$ cat config.mk
export PLATFORM = sky130hd
export DESIGN_NAME = id_decode_buffer
export DESIGN_NICKNAME = d
export VERILOG_FILES = /design/src/rtl/id_decode_buffer.sv
export SDC_FILE = /design/constraint.sdc
export NUM_CORES = 1
export LEC_CHECK = 0
export CORE_MARGIN = 2
export CORE_UTILIZATION = 60
export DETAILED_ROUTE_END_ITERATION = 10
export MAX_ROUTING_LAYER = met4
export PLACE_DENSITY = 0.89
export SKIP_LAST_GASP = 1
export SLEW_MARGIN = 20
export SYNTH_ARGS = -nofsm -noshare
export SYNTH_HDL_FRONTEND = slang
export SYNTH_SLANG_ARGS = --single-unit
$ cat constraint.sdc
create_clock -name clk -period 7.07 [get_ports clk]
set_clock_uncertainty 0.1 [all_clocks]
set_input_delay 1.0605 -clock clk [delete_from_list [all_inputs] [get_ports clk]]
set_output_delay 1.0605 -clock clk [all_outputs]
set_load 0.01 [all_outputs]
$ cat src/rtl/id_decode_buffer.sv
// id_decode_buffer: IF/ID buffer that decodes MIPS instructions at enqueue and queues them in order
module id_decode_buffer #(
    parameter int DEPTH = 4,
    parameter int PC_W  = 32
) (
    input  logic                     clk,
    input  logic                     rst,
    input  logic                     flush,
    input  logic                     in_valid,
    output logic                     in_ready,
    input  logic [31:0]              in_inst,
    input  logic [PC_W-1:0]          in_pc,
    output logic                     out_valid,
    input  logic                     out_ready,
    output logic [31:0]              out_inst,
    output logic [PC_W-1:0]          out_pc,
    output logic [11:0]              out_ctrl,
    output logic                     out_ri,
    output logic [$clog2(DEPTH):0]   count
);
    localparam int AW = $clog2(DEPTH);
    localparam int CW = AW + 1;
    // Control words are written bit0 first (left) and bit-reversed into out_ctrl order
    localparam logic [11:0] C_MTHI = 12'b0_00_0_0_0_1_1_0_0_0_0;
    localparam logic [11:0] C_MFHI = 12'b1_01_0_0_0_1_0_0_0_0_0;
    localparam logic [11:0] C_MULT = 12'b1_01_0_0_0_0_1_0_0_0_0;
    localparam logic [11:0] C_JR   = 12'b0_00_0_0_0_0_0_0_0_1_0;
    localparam logic [11:0] C_JALR = 12'b1_01_1_0_0_0_0_0_0_1_0;
    localparam logic [11:0] C_ALU  = 12'b1_01_0_0_0_0_0_0_0_0_0;
    localparam logic [11:0] C_IMMA = 12'b1_00_0_1_0_0_0_0_0_0_0;
    localparam logic [11:0] C_IMML = 12'b1_00_0_1_0_0_0_0_1_0_0;
    localparam logic [11:0] C_LOAD = 12'b1_00_0_1_1_0_0_0_0_0_1;
    localparam logic [11:0] C_STOR = 12'b0_00_0_1_0_0_0_0_0_0_0;
    localparam logic [11:0] C_BR   = 12'b0_00_0_0_0_0_0_1_0_0_0;
    localparam logic [11:0] C_BAL  = 12'b1_10_1_0_0_0_0_1_0_0_0;
    localparam logic [11:0] C_J    = 12'b0_00_0_0_0_0_0_0_0_1_0;
    localparam logic [11:0] C_JAL  = 12'b1_10_1_0_0_0_0_0_0_1_0;

    function automatic logic [11:0] bits(input logic [11:0] s);
        for (int k = 0; k < 12; k++) bits[k] = s[11-k];
    endfunction

    logic [31:0]     inst_q [DEPTH];
    logic [PC_W-1:0] pc_q   [DEPTH];
    logic [11:0]     ctrl_q [DEPTH];
    logic [DEPTH-1:0] ri_q, vld_q;
    logic [AW-1:0]   wr_ptr, rd_ptr;
    logic [11:0]     raw, dec_ctrl;
    logic            dec_ri, push, pop;
    logic [5:0]      op, funct;
    logic [4:0]      rt;

    assign op    = in_inst[31:26];
    assign rt    = in_inst[20:16];
    assign funct = in_inst[5:0];

    always_comb begin
        raw    = '0;
        dec_ri = 1'b0;
        case (op)
            6'b000000:
                case (funct)
                    6'b010001, 6'b010011: raw = C_MTHI;
                    6'b010000, 6'b010010: raw = C_MFHI;
                    6'b011000, 6'b011001, 6'b011010, 6'b011011: raw = C_MULT;
                    6'b001000: raw = C_JR;
                    6'b001001: raw = C_JALR;
                    6'b000000: raw = (in_inst == '0) ? '0 : C_ALU;
                    6'b000010, 6'b000011, 6'b000100, 6'b000110, 6'b000111,
                    6'b100000, 6'b100001, 6'b100010, 6'b100011, 6'b100100,
                    6'b100101, 6'b100110, 6'b100111, 6'b101010, 6'b101011: raw = C_ALU;
                    default: dec_ri = 1'b1;
                endcase
            6'b001000, 6'b001001, 6'b001010, 6'b001011: raw = C_IMMA;
            6'b001100, 6'b001101, 6'b001110, 6'b001111: raw = C_IMML;
            6'b100000, 6'b100001, 6'b100011, 6'b100100, 6'b100101: raw = C_LOAD;
            6'b101000, 6'b101001, 6'b101011: raw = C_STOR;
            6'b000100, 6'b000101, 6'b000110, 6'b000111: raw = C_BR;
            6'b000001:
                case (rt)
                    5'b00000, 5'b00001: raw = C_BR;
                    5'b10000, 5'b10001: raw = C_BAL;
                    default: dec_ri = 1'b1;
                endcase
            6'b000010: raw = C_J;
            6'b000011: raw = C_JAL;
            default: dec_ri = 1'b1;
        endcase
        dec_ctrl = bits(raw);
    end

    assign in_ready  = (count != CW'(DEPTH));
    assign out_valid = vld_q[rd_ptr];
    assign push      = in_valid & in_ready;
    assign pop       = out_valid & out_ready;

    always_ff @(posedge clk) begin
        if (rst || flush) begin
            wr_ptr <= '0;
            rd_ptr <= '0;
            count  <= '0;
            vld_q  <= '0;
        end else begin
            if (pop) begin
                vld_q[rd_ptr] <= 1'b0;
                rd_ptr        <= rd_ptr + 1'b1;
            end
            if (push) begin
                inst_q[wr_ptr] <= in_inst;
                pc_q[wr_ptr]   <= in_pc;
                ctrl_q[wr_ptr] <= dec_ctrl;
                ri_q[wr_ptr]   <= dec_ri;
                vld_q[wr_ptr]  <= 1'b1;
                wr_ptr         <= wr_ptr + 1'b1;
            end
            count <= count + CW'(push) - CW'(pop);
        end
    end

    assign out_inst = out_valid ? inst_q[rd_ptr] : '0;
    assign out_pc   = out_valid ? pc_q[rd_ptr]   : '0;
    assign out_ctrl = out_valid ? ctrl_q[rd_ptr] : '0;
    assign out_ri   = out_valid & ri_q[rd_ptr];
endmodule

After elaboration in Yosys (flattened, before gate mapping)
Memories as Yosys holds them, arrays and structs flattened. A register that Yosys moved wholly into a read port is not among the register bits.
Cells that the tools add are included.
{ "word_totals": {"regBits": 15, "ramBits": 304, "inputBits": 69, "out_inout_bits": 82, "elab_cells": 128, "mem_count": 3} }
{ "classes": {"addsub": 4, "n_lt_le_gt_ge": 4, "eq_ne": 52, "mux": 31, "n_bitwise": 7, "reduce_logical": 22} }
{ "mem_list": {"columns": ["name", "words", "word_bits", "read_ports", "rd_clocked_by_memory_dff", "write_ports", "line_no", "rtl"], "rows": [
  ["inst_q", 4, 32, 1, 1, 1, "43", "logic [31:0] inst_q [DEPTH];"],
  ["pc_q", 4, 32, 1, 1, 1, "44", "logic [PC_W-1:0] pc_q [DEPTH];"],
  ["ctrl_q", 4, 12, 1, 1, 1, "45", "logic [11:0] ctrl_q [DEPTH];"]
]} }
{ "ops": {"columns": ["cell", "n"], "rows": [
  ["equality test 6 bit (second input constant)", 18],
  ["case mux 12 bit (9 select lines)", 1],
  ["case mux 12 bit (7 select lines)", 1],
  ["two-way mux 32 bit", 2],
  ["equality test 6 x 4 -> 1 bit (second input constant)", 10],
  ["equality test 6 x 5 -> 1 bit (second input constant)", 8],
  ["equality test 6 x 3 -> 1 bit (second input constant)", 7],
  ["logical NOT 32 bit", 1],
  ["OR reduction 26 bit", 1],
  ["equality test 6 x 2 -> 1 bit (second input constant)", 4],
  ["two-way mux 12 bit", 2],
  ["case mux 12 bit (2 select lines)", 1],
  ["OR reduction 22 bit", 1],
  ["OR reduction 4 bit", 5],
  ["OR reduction 15 bit", 1],
  ["logical NOT 6 bit", 2],
  ["two-way mux 2 bit", 6],
  ["two-way mux 4 bit", 3],
  ["equality test 5 bit (second input constant)", 2],
  ["two-way mux 1 bit", 9],
  ["OR reduction 2 bit", 4],
  ["equality test 6 x 1 -> 1 bit (second input constant)", 1],
  ["< comparator 2 x 3 -> 1 bit (second input constant)", 2],
  ["equality test 5 x 1 -> 1 bit (second input constant)", 1],
  ["other kinds (20)", 27]
]} }

Logic depth before layout (Yosys ltp)
Gate-level depths: netlist of the first run.
{ "depth": {"word_depth": 10, "ltp_mapped": 11, "mapped_depth_nobuf": 11} }

Worst setup path before layout of the first run
OpenSTA, ideal clock, no wires.
{ "synth_timing": {"kind": "input port to flip-flop", "start": "input flush", "end": "memory ctrl_q[0][0] (enable)", "setup_ns": 0.444, "arrival_time_ns": 3.480, "required_ns": 6.526, "slack_ns": 3.046, "cell_stages": 4, "n_path_buf": 1, "path_cell_list": "or2_2 -> clkbuf_1 -> nor2_1 -> and2_1"} }
{ "synth_via": {"elab_chain_len": 3} }
{ "synth_rtl": {"columns": ["item", "line_no", "rtl"], "rows": [
  ["from (decl)", "8", "input logic flush,"],
  ["logical OR 1 bit", "98", "if (rst || flush) begin"],
  ["two-way mux 1 bit", "98", null],
  ["two-way mux 1 bit (implied by the code)", "111", "ctrl_q[wr_ptr] <= dec_ctrl;"],
  ["to (decl)", "45", null]
]} }
No other way between the ends.

==> impl_metrics.json, run 1 <==
{
  "yosys_warnings": 0,
  "drv_slew": 0,
  "fp.dieArea_um2": 22020,
  "num_antenna_cells": 0,
  "cp_max_fo": 49,
  "drt.antenna.violating_nets": 0,
  "drive_gt1_frac": 0.1843,
  "finalSetupTns_ns": 0,
  "rrSetupSlack_ns": 3.71,
  "postPlaceCellArea_um2": 14310,
  "post-route-period-util": 0.6542,
  "dieWidth_um": 148.4,
  "final.fill_count": 1121,
  "dieHeight_um": 148.4,
  "worst-endpoint-arrival_ns": 3.46,
  "finalWirelength_um": 24460,
  "routed-via-count": 6357,
  "hold_class": "reg2reg",
  "worst_setup_sp_type": "register",
  "gp_congestion": 0.8001,
  "synthToLayoutAreaGrowth_pct": 22.77,
  "synth_cell_types": 48,
  "post_cts.repair.setup_buffers": 0,
  "grt_start_max_net_pins": 79,
  "mappedNetlistNets": 700,
  "netlist_instances": 620,
  "post-layout-total-power_w": 0.003910,
  "synth_flop_cell": "sky130_fd_sc_hd__edfxtp_1",
  "globalRoute.totalOverflow": 0,
  "post_synth_main_area_contributors": "sky130_fd_sc_hd__edfxtp_1 (73%), sky130_fd_sc_hd__mux4_2 (14%), sky130_fd_sc_hd__nor2b_1 (3.9%)",
  "tritoncts_clock_tree": "done",
  "synth-async-reset-ratio": 0,
  "timing_worst_slew_pin_value_ns": 0.9718,
  "drtIter0Drc": 345,
  "layout.nets": 859,
  "power_density_nw_per_um2": 254.7,
  "synth_sequential_area_ratio": 0.7507,
  "cts-htree-levels": 1,
  "initial_antenna_violation_count": 0,
  "first_global_vias": 6762,
  "clk_root_buffer_cell": "sky130_fd_sc_hd__clkbuf_16",
  "initial_util": 0.6142,
  "cts-resized-gates": 0,
  "num_rows": 52,
  "synthesis.area_per_instance_um2": 20.17,
  "maxClockFrequency_ghz": 0.2162,
  "hold_ws_ns": 0.4105,
  "clock_transition_at_the_register_clock_pins_on_the_worst_setup_and_hold_paths_after_cts_ns": 0.06,
  "place.detailed.hpwl_um": 14400,
  "wl_per_cell_um": 22.80,
  "final_period_minus_worst_setup_slack_ns": 4.625,
  "clk-insertion-delay-late_ns": 0.54,
  "timing.critical_path.required_ns": 5.91,
  "ir_worst_vdd_uv": 207.7,
  "grt_first_pass_wirelength_um": 38590,
  "netlist_area_um2": 12510,
  "synth_area_leader_cell": "sky130_fd_sc_hd__edfxtp_1",
  "yosysTopAreaCellShare": 0.7299,
  "cts.path.max_buffers": 3,
  "crit_path_end_kind": "output pin",
  "avgViaCountPerCell": 5.925,
  "leakagePower_nw": 4.840,
  "slew_headroom": 0.3521,
  "cts_inserted_buffers": 31,
  "boundaryPins": 151,
  "status": "completed",
  "remaining_drc_errors": 0,
  "numPortBuffers": 150,
  "final_hold_viol_count": 0,
  "rsz0062_at_grt": "no",
  "synth_enable_flop_cells": 304,
  "global_route.usage.total": 0.2385,
  "worst_path_class_setup": "reg2out",
  "setup_viol_count_final": 0,
  "drt_pre_antenna_iters": 5,
  "cap_viol_max_count": 0,
  "postCtsHoldBufs": 0,
  "core_region_area_um2": 20360,
  "synth_seq_cells": 317,
  "design_area_um2": 15350,
  "clock-sinks": 317
}
synth_stat cells, drive strengths merged (2+ instances only):
library cell and instances:
a211oi 2, a21oi 6, a31o 5, a31oi 2, and2 5, and3 2, buf 9, clkbuf 21
dfxtp 13, edfxtp 304, ha 10, inv 13, mux2i 3, mux4 76, nand2 10, nand2b 2
nand3 2, nor2 18, nor2b 77, nor3 7, nor4 4, o21ai 5, or2 2, or4 2
xnor2 3
per-stage QoR:
stage | std cells | setup slack (ns) | util
floorplan | 620 | 3.046 | -
global placement | 1013 | 2.925 | 0.7002
detailed placement | 1015 | 2.887 | 0.7026
CTS | 1072 | 2.294 | 0.7528
global route | 1073 | 2.137 | 0.7540
finish | 1073 | 2.445 | 0.7540
path summary, 6_finish.rpt:
kind                            startpoint           to  cells past startpoint
worst max-delay path              register  out_ctrl[4]                      4
worst min-delay path              vld_q[0]     vld_q[0]                      1
worst max register to register   rd_ptr[1]     count[2]                     11
worst min register to register    vld_q[0]     vld_q[0]                      1
routing by layer:
metal / track usage / vias to the layer above / part of all wire
li1: - / 2801 / -
met1: 0.3139 / 3289 / 0.40
met2: 0.4025 / 212 / 0.53
met3: 0.03006 / 55 / 0.045
met4: 0.06619 / 0 / 0.025
met5: - / - / 0
critical path: stages (launching register included):
cell	delay (ns)
sky130_fd_sc_hd__dfxtp_4	0.99
sky130_fd_sc_hd__buf_4	0.63
sky130_fd_sc_hd__mux4_2	0.61
sky130_fd_sc_hd__nor2b_1	0.15
sky130_fd_sc_hd__clkdlybuf4s50_1	0.52
report_power, final:
part           switching, W  internal [W]  total [W]
combinational     0.0000934     0.0000992   0.000193
clock              0.000650      0.000983    0.00163
sequential       0.00000877       0.00208    0.00208
total              0.000753       0.00316    0.00391
flip-flops by register name (all words and copies together), names as in the netlist, named ones only:
register and flops:
count 3, ctrl_q 44, inst_q 128, pc_q 128, rd_ptr 2, ri_q 4, vld_q 4, wr_ptr 2
cell families after synthesis:
logic type      Yosys count  share of synthesized area
compound gates           29                    0.01661
fa+ha+maj                11                    0.01160
flops                   317                     0.7507
simple gates            136                    0.06383
xor+xnor                  4                   0.002802
mux                      80                     0.1402
buf+inv                  43                    0.01431
cell type report:
type,instances,area [µm²],area share
well taps,270,337.8,0.02200
clock buffers,43,850.8,0.05541
multi-input cells,260,2953,0.1923
clock inverters,14,172.7,0.01125
inverters,13,48.80,0.003178
flip-flops and latches,317,9397,0.6120
repair buffers,156,1595,0.1039
cell usage in the layout, fill, tap and decap left out, types with 3 or more instances in the layout:
cell type	Yosys	layout
sky130_fd_sc_hd__edfxtp_1	304	304
sky130_fd_sc_hd__clkdlybuf4s50_1	0	150
sky130_fd_sc_hd__nor2b_1	77	77
sky130_fd_sc_hd__mux4_2	76	76
sky130_fd_sc_hd__clkbuf_16	0	31
sky130_fd_sc_hd__nor2_1	17	17
sky130_fd_sc_hd__inv_1	13	13
sky130_fd_sc_hd__dfxtp_1	13	11
sky130_fd_sc_hd__nand2_1	10	10
sky130_fd_sc_hd__ha_1	10	10
sky130_fd_sc_hd__clkbuf_1	20	9
sky130_fd_sc_hd__nor3_1	6	6
sky130_fd_sc_hd__a21oi_1	6	6
sky130_fd_sc_hd__o21ai_0	5	5
sky130_fd_sc_hd__a31o_2	5	5
sky130_fd_sc_hd__clkinv_2	0	5
sky130_fd_sc_hd__and2_4	0	4
sky130_fd_sc_hd__nor4_1	4	4
sky130_fd_sc_hd__bufinv_16	0	4
sky130_fd_sc_hd__mux2i_1	3	3
sky130_fd_sc_hd__xnor2_1	3	3
sky130_fd_sc_hd__clkinv_1	0	3
sky130_fd_sc_hd__clkbuf_8	0	3
No activity file was read; power rests on OpenSTA's default activity.
==> inputs of run 2 (changes only) <==
--- a/config.mk
+++ b/config.mk
@@ -6,10 +6,10 @@
 export NUM_CORES = 1
 export LEC_CHECK = 0
 export CORE_MARGIN = 2
-export CORE_UTILIZATION = 60
+export CORE_UTILIZATION = 56
 export DETAILED_ROUTE_END_ITERATION = 10
 export MAX_ROUTING_LAYER = met4
-export PLACE_DENSITY = 0.89
+export PLACE_DENSITY = 0.84
 export SKIP_LAST_GASP = 1
 export SLEW_MARGIN = 20
 export SYNTH_ARGS = -nofsm -noshare
==> constraint.sdc (replaced) <==
create_clock -name clk -period 4.8 [get_ports clk]
set_clock_uncertainty 0.1 [all_clocks]
set_input_delay 0.72 -clock clk [delete_from_list [all_inputs] [get_ports clk]]
set_output_delay 0.72 -clock clk [all_outputs]
set_load 0.01 [all_outputs]
==> run 2 against run 1 <==
Via count grew 1.3%. Count of clock-buffer cells in the layout shrank 5. Combinational power grew 50%. Critical path depth is 1 higher. Setup slack got worse by 1.5 ns. Critical endpoint is now out_inst[4].
==> impl_metrics.json, run 2 (same netlist as run 1, synthesis figures left out) <==
{
  "status": "completed",
  "drv_slew": 0,
  "final.fill_count": 1329,
  "grt_start_max_net_pins": 76,
  "globalRoute.totalOverflow": 0,
  "drtIter0Drc": 499,
  "cts-resized-gates": 0,
  "cp_max_fo": 61,
  "first_global_vias": 6705,
  "worst_setup_sp_type": "register",
  "worst_path_class_setup": "reg2out",
  "setup_viol_count_final": 0,
  "avgViaCountPerCell": 5.912,
  "layout.nets": 863,
  "initial_util": 0.5713,
  "grt_first_pass_wirelength_um": 38760,
  "mostFrequentLayoutCells": "sky130_fd_sc_hd__edfxtp_1 (304), sky130_fd_sc_hd__clkdlybuf4s50_1 (150), sky130_fd_sc_hd__nor2b_1 (77)",
  "timing.critical_path.required_ns": 3.98,
  "worst-endpoint-arrival_ns": 3.06,
  "maxClockFrequency_ghz": 0.2578,
  "boundaryPins": 151,
  "remaining_drc_errors": 0,
  "post-route-period-util": 0.8080,
  "post_cts.repair.setup_buffers": 0,
  "finalWirelength_um": 24990,
  "clock-sinks": 317,
  "clk_root_buffer_cell": "sky130_fd_sc_hd__clkbuf_16",
  "ir_worst_vdd_uv": 372.0,
  "clock_transition_at_the_register_clock_pins_on_the_worst_setup_and_hold_paths_after_cts_ns": 0.07,
  "postCtsHoldBufs": 0,
  "num_rows": 54,
  "rsz0062_at_grt": "no",
  "dieWidth_um": 153.4,
  "dieHeight_um": 153.4,
  "synthToLayoutAreaGrowth_pct": 22.24,
  "final_hold_viol_count": 0,
  "final_period_minus_worst_setup_slack_ns": 3.878,
  "finalSetupTns_ns": 0,
  "drt.antenna.violating_nets": 0,
  "hold_class": "reg2reg",
  "design_area_um2": 15290,
  "crit_path_end_kind": "output pin",
  "cts.path.max_buffers": 3,
  "tritoncts_clock_tree": "done",
  "commonest_non_fill_non_tap_cell_in_the_layout": "sky130_fd_sc_hd__edfxtp_1",
  "power_density_nw_per_um2": 366.9,
  "registers_with_the_highest_flip_flop_counts": "inst_q x128, pc_q x128, ctrl_q x44",
  "slew_headroom": 0.2737,
  "timing_worst_slew_pin_value_ns": 1.089,
  "initial_antenna_violation_count": 1,
  "hold_ws_ns": 0.3906,
  "layout.area.seq_um2": 9397,
  "postPlaceCellArea_um2": 14340,
  "core_region_area_um2": 21890,
  "global_route.usage.total": 0.2197,
  "place.detailed.hpwl_um": 15410,
  "wl_per_cell_um": 22.95,
  "drive_gt1_frac": 0.1844,
  "clk-insertion-delay-late_ns": 0.56,
  "cts-htree-levels": 1,
  "fp.dieArea_um2": 23550,
  "routed-via-count": 6438,
  "leakagePower_nw": 4.820,
  "drt_pre_antenna_iters": 5,
  "dp_slack_ns": 1.468,
  "final_critical_path_setup_slack_ns": 0.9217,
  "cts_inserted_buffers": 31,
  "cap_viol_max_count": 0,
  "numPortBuffers": 150,
  "gp_congestion": 0.7275,
  "multi_input_area_um2": 2953
}
==> run 2: area by class of cell <==
cell class / instances / area share
Clock buffer: 38 / 0.05246
Timing Repair Buffer: 160 / 0.1039
Tap cell: 280 / 0.02292
Clock inverter: 20 / 0.009575
Antenna cell: 1 / 0.0001637
Sequential cell: 317 / 0.6146
Inverter: 13 / 0.003192
Multi-Input combinational cell: 260 / 0.1931
==> run 2: power by group <==
group          internal, W  switching [W]
logic             0.000147       0.000142
clock network      0.00129       0.000963
registers          0.00306     0.00000996
total              0.00449        0.00112
==> run 2: path summary, 6_finish.rpt <==
check,startpoint,end,slack [ns],depth (start not counted)
worst min register to register,vld_q[0],vld_q[0],0.39,1
worst max-delay path,rd_ptr[1],out_inst[4],0.92,5
worst min-delay path,vld_q[0],vld_q[0],0.39,1
worst max register to register,rd_ptr[1],count[2],1.58,11
==> run 2: per-layer routing <==
layer	routed length, µm	GRT usage	vias to the layer above
li1	-	-	2816
met1	9596	0.2855	3321
met2	13480	0.3735	267
met3	1509	0.03119	34
met4	403	0.05374	0
met5	0	-	-
==> run 2: worst max-delay path, cell delays in order (launching register included) <==
cell,delay [ns]
sky130_fd_sc_hd__dfxtp_1,0.50
sky130_fd_sc_hd__mux2i_1,0.25
sky130_fd_sc_hd__mux2_4,0.70
sky130_fd_sc_hd__buf_4,0.39
sky130_fd_sc_hd__nor2b_1,0.08
sky130_fd_sc_hd__clkdlybuf4s50_1,0.54
==> run 2: stage by stage <==
| stage | power (W) | std cells | utilization |
|---|---|---|---|
| 2_1_floorplan | 0.003247 | 620 | - |
| 3_3_place_gp | 0.003401 | 1030 | 0.6550 |
| 3_5_place_dp | 0.003416 | 1030 | 0.6550 |
| 4_1_cts | 0.005662 | 1088 | 0.6983 |
| 5_1_grt | 0.005774 | 1089 | 0.6984 |
| 6_report | 0.005609 | 1089 | 0.6984 |
